**src/rtl/i2c_slave_pkg.sv**
```systemverilog
// Shared definitions for the I2C slave register bank: FSM encoding,
// default address width and a width helper for parameterised ports.
package i2c_slave_pkg;

  localparam int DEFAULT_ADDRESSLENGTH = 7;

  typedef enum logic [2:0] {
    S_IDLE,
    S_PTR,
    S_WRITE,
    S_READ,
    S_IGNORE
  } state_t;

  // Bits needed to index n items, never less than one so ports stay legal.
  function automatic int clog2Min1(input int n);
    int r;
    r = 0;
    for (int v = 1; v < n; v = v * 2) r++;
    return (r < 1) ? 1 : r;
  endfunction

endpackage

```
**src/rtl/i2c_addr_match.sv**
```systemverilog
// Combinational priority matcher: compares a received slave address against
// a packed list and reports a hit plus the lowest matching entry index.
module i2c_addr_match
  import i2c_slave_pkg::*;
#(
  parameter  int ADDRESSLENGTH = DEFAULT_ADDRESSLENGTH,
  parameter  int ADDRESSNUM    = 4,
  localparam int IW            = clog2Min1(ADDRESSNUM)
) (
  input  logic [ADDRESSLENGTH*ADDRESSNUM-1:0] i_addressList,
  input  logic [ADDRESSLENGTH-1:0]            i_address,
  output logic                                o_hit,
  output logic [IW-1:0]                       o_index
);

  // Scanning from the top down lets the lowest matching index overwrite the rest.
  always_comb begin
    o_hit   = 1'b0;
    o_index = '0;
    for (int i = ADDRESSNUM - 1; i >= 0; i--) begin
      if (i_addressList[i*ADDRESSLENGTH +: ADDRESSLENGTH] == i_address) begin
        o_hit   = 1'b1;
        o_index = IW'(i);
      end
    end
  end

endmodule

```
**src/rtl/i2c_slave_regbank.sv**
```systemverilog
// I2C slave register bank: one private byte bank per served device address,
// a shared auto-incrementing pointer and a registered ACK/transmit interface.
module i2c_slave_regbank
  import i2c_slave_pkg::*;
#(
  parameter  int ADDRESSLENGTH = DEFAULT_ADDRESSLENGTH,
  parameter  int ADDRESSNUM    = 4,
  parameter  int NBYTES        = 16,
  localparam int PW            = clog2Min1(NBYTES),
  localparam int IW            = clog2Min1(ADDRESSNUM)
) (
  input  logic                                i_clk,
  input  logic                                i_rst_n,
  input  logic [ADDRESSLENGTH*ADDRESSNUM-1:0] i_addressList,
  input  logic                                i_startDet,
  input  logic                                i_stopDet,
  input  logic                                i_addrValid,
  input  logic [ADDRESSLENGTH-1:0]            i_directionBuffer,
  input  logic                                i_rorW,
  input  logic                                i_rxValid,
  input  logic [7:0]                          i_inputBuffer,
  input  logic                                i_txReq,
  output logic                                o_addressFound,
  output logic [IW-1:0]                       o_matchId,
  output logic                                o_ack,
  output logic [7:0]                          o_outputBuffer,
  output logic                                o_txValid
);

  state_t        r_state;
  logic [PW-1:0] r_ptr;
  logic [IW-1:0] r_matchId;
  logic          r_addressFound;
  logic          r_ack;
  logic [7:0]    r_outputBuffer;
  logic          r_txValid;
  logic [7:0]    r_bank [ADDRESSNUM][NBYTES];

  logic          w_hit;
  logic [IW-1:0] w_index;
  logic [PW-1:0] w_ptrNext;
  logic          w_ptrInRange;

  i2c_addr_match #(
    .ADDRESSLENGTH(ADDRESSLENGTH),
    .ADDRESSNUM   (ADDRESSNUM)
  ) u_match (
    .i_addressList(i_addressList),
    .i_address    (i_directionBuffer),
    .o_hit        (w_hit),
    .o_index      (w_index)
  );

  assign w_ptrNext    = (r_ptr == PW'(NBYTES - 1)) ? '0 : r_ptr + PW'(1);
  assign w_ptrInRange = int'({24'd0, i_inputBuffer}) < NBYTES;

  // START/STOP outrank everything else, so a coincident data byte is dropped.
  always_ff @(posedge i_clk or negedge i_rst_n) begin
    if (!i_rst_n) begin
      r_state        <= S_IDLE;
      r_ptr          <= '0;
      r_matchId      <= '0;
      r_addressFound <= 1'b0;
      r_ack          <= 1'b0;
      r_outputBuffer <= 8'h00;
      r_txValid      <= 1'b0;
      for (int b = 0; b < ADDRESSNUM; b++)
        for (int j = 0; j < NBYTES; j++)
          r_bank[b][j] <= 8'h00;
    end else begin
      r_txValid <= 1'b0;
      if (i_stopDet || i_startDet) begin
        r_state <= S_IDLE;
        if (i_stopDet) r_addressFound <= 1'b0;
      end else if (i_addrValid) begin
        r_addressFound <= w_hit;
        r_ack          <= w_hit;
        if (w_hit) begin
          r_matchId <= w_index;
          r_state   <= i_rorW ? S_PTR : S_READ;
        end else begin
          r_state <= S_IGNORE;
        end
      end else begin
        case (r_state)
          S_PTR: begin
            if (i_rxValid) begin
              r_ack <= w_ptrInRange;
              if (w_ptrInRange) begin
                r_ptr   <= i_inputBuffer[PW-1:0];
                r_state <= S_WRITE;
              end else begin
                r_state <= S_IGNORE;
              end
            end else if (i_txReq) begin
              r_ack <= 1'b0;
            end
          end
          S_WRITE: begin
            if (i_rxValid) begin
              r_bank[r_matchId][r_ptr] <= i_inputBuffer;
              r_ack                    <= 1'b1;
              r_ptr                    <= w_ptrNext;
            end else if (i_txReq) begin
              r_ack <= 1'b0;
            end
          end
          S_READ: begin
            if (i_txReq) begin
              r_outputBuffer <= r_bank[r_matchId][r_ptr];
              r_txValid      <= 1'b1;
              r_ptr          <= w_ptrNext;
            end else if (i_rxValid) begin
              r_ack <= 1'b0;
            end
          end
          default: begin
            // Unaddressed traffic: NACK writes, answer reads with idle-bus 0xFF.
            if (i_rxValid || i_txReq) r_ack <= 1'b0;
            if (i_txReq) begin
              r_outputBuffer <= 8'hFF;
              r_txValid      <= 1'b1;
            end
          end
        endcase
      end
    end
  end

  assign o_addressFound = r_addressFound;
  assign o_matchId      = r_matchId;
  assign o_ack          = r_ack;
  assign o_outputBuffer = r_outputBuffer;
  assign o_txValid      = r_txValid;

endmodule

```
**config.mk**
```make
export PLATFORM = sky130hd
export DESIGN_NAME = i2c_slave_regbank
export DESIGN_NICKNAME = d
export VERILOG_FILES = /design/src/rtl/i2c_slave_pkg.sv /design/src/rtl/i2c_addr_match.sv /design/src/rtl/i2c_slave_regbank.sv
export SDC_FILE = /design/constraint.sdc
export NUM_CORES = 1
export LEC_CHECK = 0
export ABC_AREA = 1
export BUFFER_PORTS_ARGS = -buffer_cell sky130_fd_sc_hd__clkbuf_2
export CAP_MARGIN = 20
export CORE_MARGIN = 2
export CORE_UTILIZATION = 48
export DETAILED_ROUTE_END_ITERATION = 8
export HOLD_SLACK_MARGIN = 0.08
export PLACE_DENSITY = 0.71
export RECOVER_POWER = 25
export SLEW_MARGIN = 40
export SYNTH_ARGS = -nofsm -noshare
export SYNTH_HDL_FRONTEND = slang
export SYNTH_SLANG_ARGS = --single-unit
```
**constraint.sdc**
```tcl
create_clock -name i_clk -period 2.6 [get_ports i_clk]
set_input_delay 0.39 -clock i_clk [delete_from_list [all_inputs] [get_ports i_clk]]
set_output_delay 0.39 -clock i_clk [all_outputs]
set_load 0.02 [all_outputs]
```
; Word level (Yosys, flattened, before mapping)
; Cells that the tools add are included.
[totals]
word_cells = 164
out_inout_bits = 13
regBits = 532
[classes]
n_eq_ne = 15
n_bitwise = 5
addsub = 1
reduce_logical = 17
order_cmp = 5
muxes = 50
[ops]
columns = cell, count
row1 = $bwmux 512, 1
row2 = $mux 128, 3
row3 = $bmux 128 s2, 1
row4 = $demux 128 s2, 1
row5 = $mux 8, 5
row6 = $bmux 8 s4, 1
row7 = $demux 8 s4, 1
row8 = $eq 7x7->1, 4
row9 = $mux 4, 5
row10 = $mux 1, 18
row11 = $mux 3, 6
row12 = $pmux 8 s2, 1
row13 = $pmux 4 s3, 1
row14 = $reduce_and 4->1, 3
row15 = $mux 2, 5
row16 = $ne 2x2->1 const B, 5
row17 = $reduce_bool 3->1, 3
row18 = $lt 8x5->1 const B, 1
row19 = $reduce_and 7->1, 1
row20 = $eq 3x2->1 const B, 2
row21 = $ne 3x3->1 const B, 2
row22 = $ge 5x5->1 const B, 1
row23 = $lt 5x1->1 const B, 1
row24 = $not 4->5, 1
row25 = 15 further kinds, 20

; Logic depth before layout (Yosys ltp)
; Gate-level depths: netlist of run 1.
[depth]
word_depth = 9
ltp_mapped = 13
depth_no_buf = 12

; By module
; Synthesis of run 1 repeated with hierarchy kept, for this count alone.
[unflattened]
cells_unflattened = 3274
area_unflattened_um2 = 24970.2
[modules_own_cells]
columns = mod, area_per_inst_um2, n_inst, seq_area_each_um2, cells_each
row1 = i2c_slave_regbank, 24492.2, 1, 13312.8, 3175
row2 = i2c_addr_match, 478.0, 1, 0.0, 99

; Least setup slack after synthesis of run 1
; Ideal clock, no wire load.
[synth_path]
path_type = register -> register
from = register r_ptr[0]
to = register r_bank[510] in the netlist's numbering
path_buffers = 5
slack_ps = 77
t_required_ps = 2466
path_stages_with_launch = 13
t_arrival_ps = 2389
cell_sequence = dfrtp_1 -> clkbuf_1 -> inv_1 -> clkbuf_1 -> buf_1 -> ha_1 -> clkbuf_1 -> nand2_1 -> nor2_1 -> nand2_1 -> clkbuf_1 -> nand2_1 -> o21ai_0
[synth_via]
elab_chain_len = 8
[synth_rtl]
columns = element, line_no
row1 = from (decl), i2c_slave_regbank.sv:31  ; logic [PW-1:0] r_ptr;
row2 = from (signal assigned), i2c_slave_regbank.sv:90  ; r_ptr <= i_inputBuffer[PW-1:0];
row3 = from (signal assigned), i2c_slave_regbank.sv:103  ; r_ptr <= w_ptrNext;
row4 = from (signal assigned), i2c_slave_regbank.sv:112  ; r_ptr <= w_ptrNext;
row5 = $not 4->5 (implied by the code) (*), i2c_slave_regbank.sv:101  ; r_bank[r_matchId][r_ptr] <= i_inputBuffer;
row6 = $ge 5x5->1 (implied by the code) or $lt 5x1->1 (tied branches), i2c_slave_regbank.sv:101
row7 = $logic_and 1x1->1 (implied by the code), i2c_slave_regbank.sv:101
row8 = $mux 8 (implied by the code), i2c_slave_regbank.sv:101
row9 = $demux 8 s4 (*), i2c_slave_regbank.sv:101
row10 = $mux 128 (implied by the code) (*), i2c_slave_regbank.sv:101
row11 = $demux 128 s2 (*), i2c_slave_regbank.sv:101
row12 = $bwmux 512 (*), i2c_slave_regbank.sv:101
row13 = "to (signal, indexed assignment)", i2c_slave_regbank.sv:101
row14 = to (decl), i2c_slave_regbank.sv:37  ; logic [7:0] r_bank [ADDRESSNUM][NBYTES];
; Mark *: on every way between the ends. The rest lies on a longest branch, timed or not.
; A chain may end at the register's enable or synchronous reset.

; Final worst setup path of run 1
[layout_path]
from = register r_ptr[0]
to = register r_bank[382] in the netlist's numbering
; Same word-level chain as after synthesis.

==> impl_metrics.env, run 1 <==
export IMPL_leakage_nw=13.4
export IMPL_vias=22300
export IMPL_syn_instance_count=3243
export IMPL_nets=3303
export IMPL_worst_pin_slew_ns=1.80
export IMPL_timing_worst_setup_path_type="reg -> reg"
export IMPL_synth_area_top_cells="dfrtp_1, nand2_1, o21ai_0"
export IMPL_post_cts_setup_buffers=0
export IMPL_avgSynthCellArea_sq_um=7.67
export IMPL_cts_tree="done"
export IMPL_r2r_cells=7
export IMPL_hp_start="i_inputBuffer[2]"
export IMPL_arrival_ns=3.01
export IMPL_clkTransAtPathRegs_ns=0.06
export IMPL_r2r_end="r_bank[382]"
export IMPL_ctsLongestPathBuffers=3
export IMPL_ys_warn_count=0
export IMPL_cts_buffers=56
export IMPL_yosysUniqueCellTypes=27
export IMPL_design_portCount=64
export IMPL_powerDensity_nw_per_um2=680
export IMPL_gp_congestion=0.885
export IMPL_area_delta_synth_final_pct=13.4
export IMPL_fillCellCount=4695
export IMPL_rrSetupSlack_ns=0.05
export IMPL_hold_violations=0
export IMPL_syn_nets=3298
export IMPL_worstSkewPairLatency_ns=0.62
export IMPL_cap_violations=1
export IMPL_grt_max_degree=88
export IMPL_antenna_found_initial=0
export IMPL_grt_usage_pct=27.5
export IMPL_endpoint_kind="flip-flop"
export IMPL_synth_top_area_share_pct=53.6
export IMPL_period_share_pct=97.9
export IMPL_drive_gt1_share_pct=8.99
export IMPL_ys_seq_area_share_pct=53.6
export IMPL_skew_ns=0.0181
export IMPL_grt_pass1_wl_um=117000
export IMPL_violations="max-capacitance violations, max-slew violations"
export IMPL_outcome="finished with violations"
export IMPL_crit_fanout=16
export IMPL_min_period_ns=2.55
export IMPL_holdPathEnd="r_ptr[2]"
export IMPL_cts_max_level=2
export IMPL_ant_nets=0
export IMPL_routed_wl_um=72500
export IMPL_setup_worst_path_start_class="flip-flop"
export IMPL_dp_hpwl_um=44400
export IMPL_grt_overflow=0
export IMPL_hold_depth=3
export IMPL_design_area_sq_um=28200
export IMPL_drtPass1Iterations=6
export IMPL_placed_area_sq_um=26300
export IMPL_drcViolationCount=0
export IMPL_dr_first_iter_drc_count=2509
export IMPL_rows=83
export IMPL_setup_violations=0
export IMPL_rsz0062_at_grt="yes"
export IMPL_die_h_um=232
export IMPL_irDropWorstVdd_mv=0.567
export IMPL_cts_sinks=532
export IMPL_ys_ff_latch=532
export IMPL_core_sq_um=51300
export IMPL_grt_pass1_vias=21400
export IMPL_yosysTopAreaCell="dfrtp_1"
export IMPL_slew_violations=56
export IMPL_max_freq_mhz=393
export IMPL_max_slew_margin_pct=-19.9
export IMPL_start_util_pct=48.5
export IMPL_syn_cell_area_sq_um=24900
export IMPL_die_area_sq_um=53600
export IMPL_min_path_type="in -> reg"
export IMPL_routedWlPerCell_um=18.3
export IMPL_die_w_um=232
export IMPL_clockRootBuffer="clkbuf_16"
export IMPL_required_ns=3.06
export IMPL_via_per_inst=5.61
export IMPL_fin_total_pwr_w=0.0192
export IMPL_port_buffers=63
export IMPL_worstReg2RegStart="r_ptr[0]"
export IMPL_diodes=0
-- flip-flops by register name, indices dropped and copies added (netlist names) --
signal,cells
r_ptr,4
o_txValid,1
o_outputBuffer,8
o_ack,1
o_addressFound,1
r_state,3
o_matchId,2
r_bank,512
-- power breakdown --
part | switching [W] | internal (W)
clock | 0.00334 | 0.00493
combinational | 0.00187 | 0.000641
sequential | 0.0000638 | 0.00834
-- cell type report --
type	count	area, sq um	area share [%]
repair buffers	180	1440	5.09
clock buffers	86	1690	5.98
well taps	680	851	3.02
clock inverters	15	213	0.754
flip-flops and latches	532	13300	47.2
inverters	63	239	0.848
multi-input cells	2415	10500	37.1
-- synthesized netlist by cell type, drive strengths merged --
| master | count |
|---|---|
| clkinv | 3 |
| o211a | 1 |
| nor3 | 4 |
| nand3b | 4 |
| or2 | 3 |
| nor2 | 67 |
| o21ai | 523 |
| nand2b | 1 |
| xor2 | 19 |
| a21oi | 30 |
| nand3 | 174 |
| o22ai | 2 |
| o211ai | 2 |
| nand4 | 73 |
| nand2 | 1499 |
| dfrtp | 532 |
| buf | 27 |
| inv | 60 |
| clkbuf | 206 |
| ha | 4 |
| xnor2 | 9 |
-- per-layer routing --
layer | vias up | wire, um | global-route usage, %
met5 | - | 0 | 0
met4 | 0 | 2300 | 9.70
met3 | 180 | 6120 | 4.39
met2 | 1030 | 33200 | 44.0
met1 | 10600 | 30900 | 38.2
li1 | 10400 | - | -
-- placed cells by master, fill, tap and decap left out, types with 5 or more instances in the layout --
cell	count
a21oi_1	30
buf_12	18
buf_4	90
bufinv_16	5
clkbuf_1	14
clkbuf_16	57
clkbuf_2	65
clkbuf_8	15
clkinv_2	6
dfrtp_1	529
inv_1	48
inv_2	12
nand2_1	1495
nand3_1	174
nand4_1	73
nor2_1	60
o21ai_0	514
o21ai_1	9
xnor2_1	9
xor2_1	19
-- per-stage QoR --
step	util [%]	worst slack (ns)	setup TNS, ns	instances	hold slack (ns)
global route	55.0	-0.134	-6.03	3971	0.136
CTS	55.0	0.140	0	3971	0.0909
detailed placement	51.3	0.0571	0	3867	0.406
finish	55.0	0.0545	0	3971	0.119
global placement	51.3	0.116	0	3867	0.398
floorplan	-	0.0772	0	3243	0.0944
-- what timing repair did --
| item | in CTS | in global routing |
|---|---|---|
| endpoints found under the setup margin | 0 | 72 |
| resized for setup | 0 | 4 |
| hold buffers | 3 | 0 |
| hold endpoints to repair | 46 | 0 |
-- worst max-delay path by stage --
stage               slack (ns)  depth (start not counted)        from           to
finish                    0.05                          7    r_ptr[0]  r_bank[382]
global route             -0.13                         12   i_stopDet  r_bank[282]
CTS                       0.14                          7    r_ptr[0]  r_bank[382]
detailed placement        0.06                         11  i_startDet  r_bank[382]
global placement          0.12                         11  i_startDet  r_bank[294]
floorplan                 0.08                         12    r_ptr[0]  r_bank[510]
-- logic make-up (layout without fill, tap and decap cells) --
| group | count (synthesis) | count (layout) | share of synthesized area (%) |
|---|---|---|---|
| buffers and inverters | 296 | 344 | 4.54 |
| AND/OR/NAND/NOR | 1825 | 1825 | 29.4 |
| adder cells (fa/ha/maj) | 4 | 4 | 0.201 |
| flip-flops | 532 | 532 | 53.6 |
| AO/OA/AOI/OAI | 558 | 558 | 11.3 |
| XOR/XNOR | 28 | 28 | 0.986 |
-- worst max-delay path: stages (launching register included) --
cell	delay (ns)
dfrtp_2	0.43
inv_2	0.23
ha_1	0.51
nand2_1	0.10
nor2_1	0.55
nand2_2	0.35
nand2_1	0.13
o21ai_0	0.10
No activity file was read; power rests on OpenSTA's default activity.
==> run 2, diff against run 1 <==
--- a/config.mk
+++ b/config.mk
@@ -6,8 +6,8 @@
 export NUM_CORES = 1
 export LEC_CHECK = 0
 export ABC_AREA = 1
-export BUFFER_PORTS_ARGS = -buffer_cell sky130_fd_sc_hd__clkbuf_2
-export CAP_MARGIN = 20
+export BUFFER_PORTS_ARGS = -buffer_cell sky130_fd_sc_hd__buf_2
+export CAP_MARGIN = 30
 export CORE_MARGIN = 2
 export CORE_UTILIZATION = 48
 export DETAILED_ROUTE_END_ITERATION = 8
==> run 2 against run 1 <==
The run still ends with max-capacitance violations, max-slew violations left. Core utilization grew 0.18 points. Final area is 0.33% higher. Via count up 0.56%. Routed wire length increased by 1.1%. Fmax increased by 3.8%. Count of clock-buffer cells in the layout grew 3. Sequential share of layout area shrank 0.15 points. Largest power group unchanged.
==> impl_metrics.env, run 2 (synthesis gave the netlist of run 1 again) <==
export IMPL_outcome="finished with violations"
export IMPL_violations="max-capacitance violations, max-slew violations"
export IMPL_design_portCount=64
export IMPL_fin_cells=3982
export IMPL_rsz0062_at_grt="yes"
export IMPL_irDropWorstVdd_mv=0.599
export IMPL_ant_nets=0
export IMPL_grt_usage_pct=27.9
export IMPL_min_path_type="in -> reg"
export IMPL_die_h_um=232
export IMPL_start_util_pct=48.5
export IMPL_powerDensity_nw_per_um2=668
export IMPL_slew_violations=62
export IMPL_endpoint_kind="asynchronous set/reset pin"
export IMPL_cts_buffers=55
export IMPL_hold_violations=0
export IMPL_cts_sinks=532
export IMPL_drcViolationCount=0
export IMPL_crit_family="buffers and inverters"
export IMPL_r2r_cells=7
export IMPL_max_freq_mhz=408
export IMPL_cts_tree="done"
export IMPL_cts_max_level=2
export IMPL_gp_congestion=0.868
export IMPL_most_common_layout_cells="nand2_1, dfrtp_1, o21ai_0, nand3_1, buf_4"
export IMPL_hold_depth=3
export IMPL_dr_first_iter_drc_count=2495
export IMPL_grt_pass1_vias=21800
export IMPL_antenna_found_initial=0
export IMPL_setup_worst_path_start_class="input port"
export IMPL_grt_overflow=0
export IMPL_cp_slowest_stage_delay_ns=1.53
export IMPL_rows=83
export IMPL_grt_pass1_wl_um=119000
export IMPL_final_common_cell="nand2_1"
export IMPL_via_per_inst=5.63
export IMPL_setup_violations=0
export IMPL_worstReg2RegStart="r_state[2]"
export IMPL_r2r_end="r_bank[286]"
export IMPL_critPathSlowestCell="buf_2"
export IMPL_ff_latch_area_sq_um=13300
export IMPL_hp_start="i_inputBuffer[2]"
export IMPL_drive_gt1_share_pct=9.48
export IMPL_holdPathEnd="r_ptr[2]"
export IMPL_largest_reg_flops=512
export IMPL_fillCellCount=4675
export IMPL_leakage_nw=13.4
export IMPL_clkTransAtPathRegs_ns=0.06
export IMPL_path_buf_inv=3
export IMPL_min_period_ns=2.45
export IMPL_vias=22400
export IMPL_period_share_pct=94.4
export IMPL_arrival_ns=3.20
export IMPL_core_sq_um=51300
export IMPL_largest_register="r_bank"
export IMPL_crit_path_cell_trace="dlygate4sd3_1 -> buf_2 -> clkbuf_4"
export IMPL_ctsLongestPathBuffers=3
export IMPL_drtPass1Iterations=6
export IMPL_rrSetupSlack_ns=0.22
export IMPL_routedWlPerCell_um=18.4
export IMPL_die_w_um=232
export IMPL_area_delta_synth_final_pct=13.8
export IMPL_skew_ns=0.0145
export IMPL_cap_violations=1
export IMPL_dp_hpwl_um=45300
export IMPL_finalWorstSetupSlack_ns=0.147
export IMPL_max_slew_margin_pct=-40.5
export IMPL_multi_input_area_sq_um=10500
export IMPL_timing_worst_setup_path_type="in -> async"
export IMPL_post_route_util_pct=55.1
export IMPL_dp_cells=3880
export IMPL_routed_wl_um=73300
export IMPL_post_place_ws_ns=0.108
export IMPL_port_buffers=63
export IMPL_crit_fanout=70
export IMPL_clockRootBuffer="clkbuf_16"
export IMPL_worst_pin_slew_ns=2.11
export IMPL_grt_max_degree=76
export IMPL_nets=3315
export IMPL_die_area_sq_um=53600
export IMPL_diodes=0
export IMPL_required_ns=3.36
export IMPL_fin_tns_setup_ns=0
export IMPL_worstSkewPairLatency_ns=0.60
-- run 2: area by class of cell --
class	count	area share (%)
multi-input combinational	2415	37.0
tap	680	3.01
timing repair buffer	193	5.56
sequential	532	47.1
inverter	63	0.845
clock inverter	10	0.208
clock buffer	89	6.32
-- run 2: repair_timing --
| item | 4_1_cts | 5_1_grt |
|---|---|---|
| gates resized for setup | 0 | 6 |
| endpoints found under the setup margin | 0 | 73 |
| buffers inserted | 0 | 0 |
| hold buffers | 3 | 0 |
| endpoints found under the hold margin | 51 | 0 |
-- run 2: worst register-to-register path, stage by stage, from the launching register on --
cell and delay (ns):
dfrtp_1 0.42, nor2_4 0.23, nand2_1 0.17, nor3_4 0.21, inv_2 0.14, nor2_2 0.40
nand2_1 0.40, o21ai_0 0.32
-- run 2: how the worst max path moves through the flow --
stage	from	end	slack, ns	depth (start not counted)
after global routing	i_rst_n	r_bank[26]	-0.08	3
after global placement	i_startDet	r_bank[294]	0.19	11
after CTS	o_matchId[0]	r_bank[425]	0.15	8
final	i_rst_n	r_bank[24]	0.15	3
after detailed placement	i_startDet	r_bank[425]	0.11	11
after floorplan	r_ptr[0]	r_bank[510]	0.08	12
-- run 2: per-stage QoR --
step | instance area [sq um] | hold slack [ns] | power [W]
floorplan | 24900 | 0.0944 | 0.00982
global placement | 26400 | 0.449 | 0.0110
detailed placement | 26400 | 0.456 | 0.0110
CTS | 28300 | 0.111 | 0.0190
global route | 28300 | 0.139 | 0.0195
finish | 28300 | 0.135 | 0.0189
-- run 2: power by group --
| group | internal [W] | switching (W) |
|---|---|---|
| clock | 0.00467 | 0.00329 |
| combinational | 0.000677 | 0.00187 |
| sequential | 0.00833 | 0.0000708 |
| total | 0.0137 | 0.00523 |
-- run 2: metal layers --
metal  vias up  routed length [um]  GRT usage [%]  part of all wire [%]
met5         -                   0              0                     0
met1     10700               30800           39.0                    42
met3       174                6410           4.34                   8.7
li1      10500                   -              -                     -
met4         0                2340           10.7                   3.2
met2      1034               33800           44.0                    46
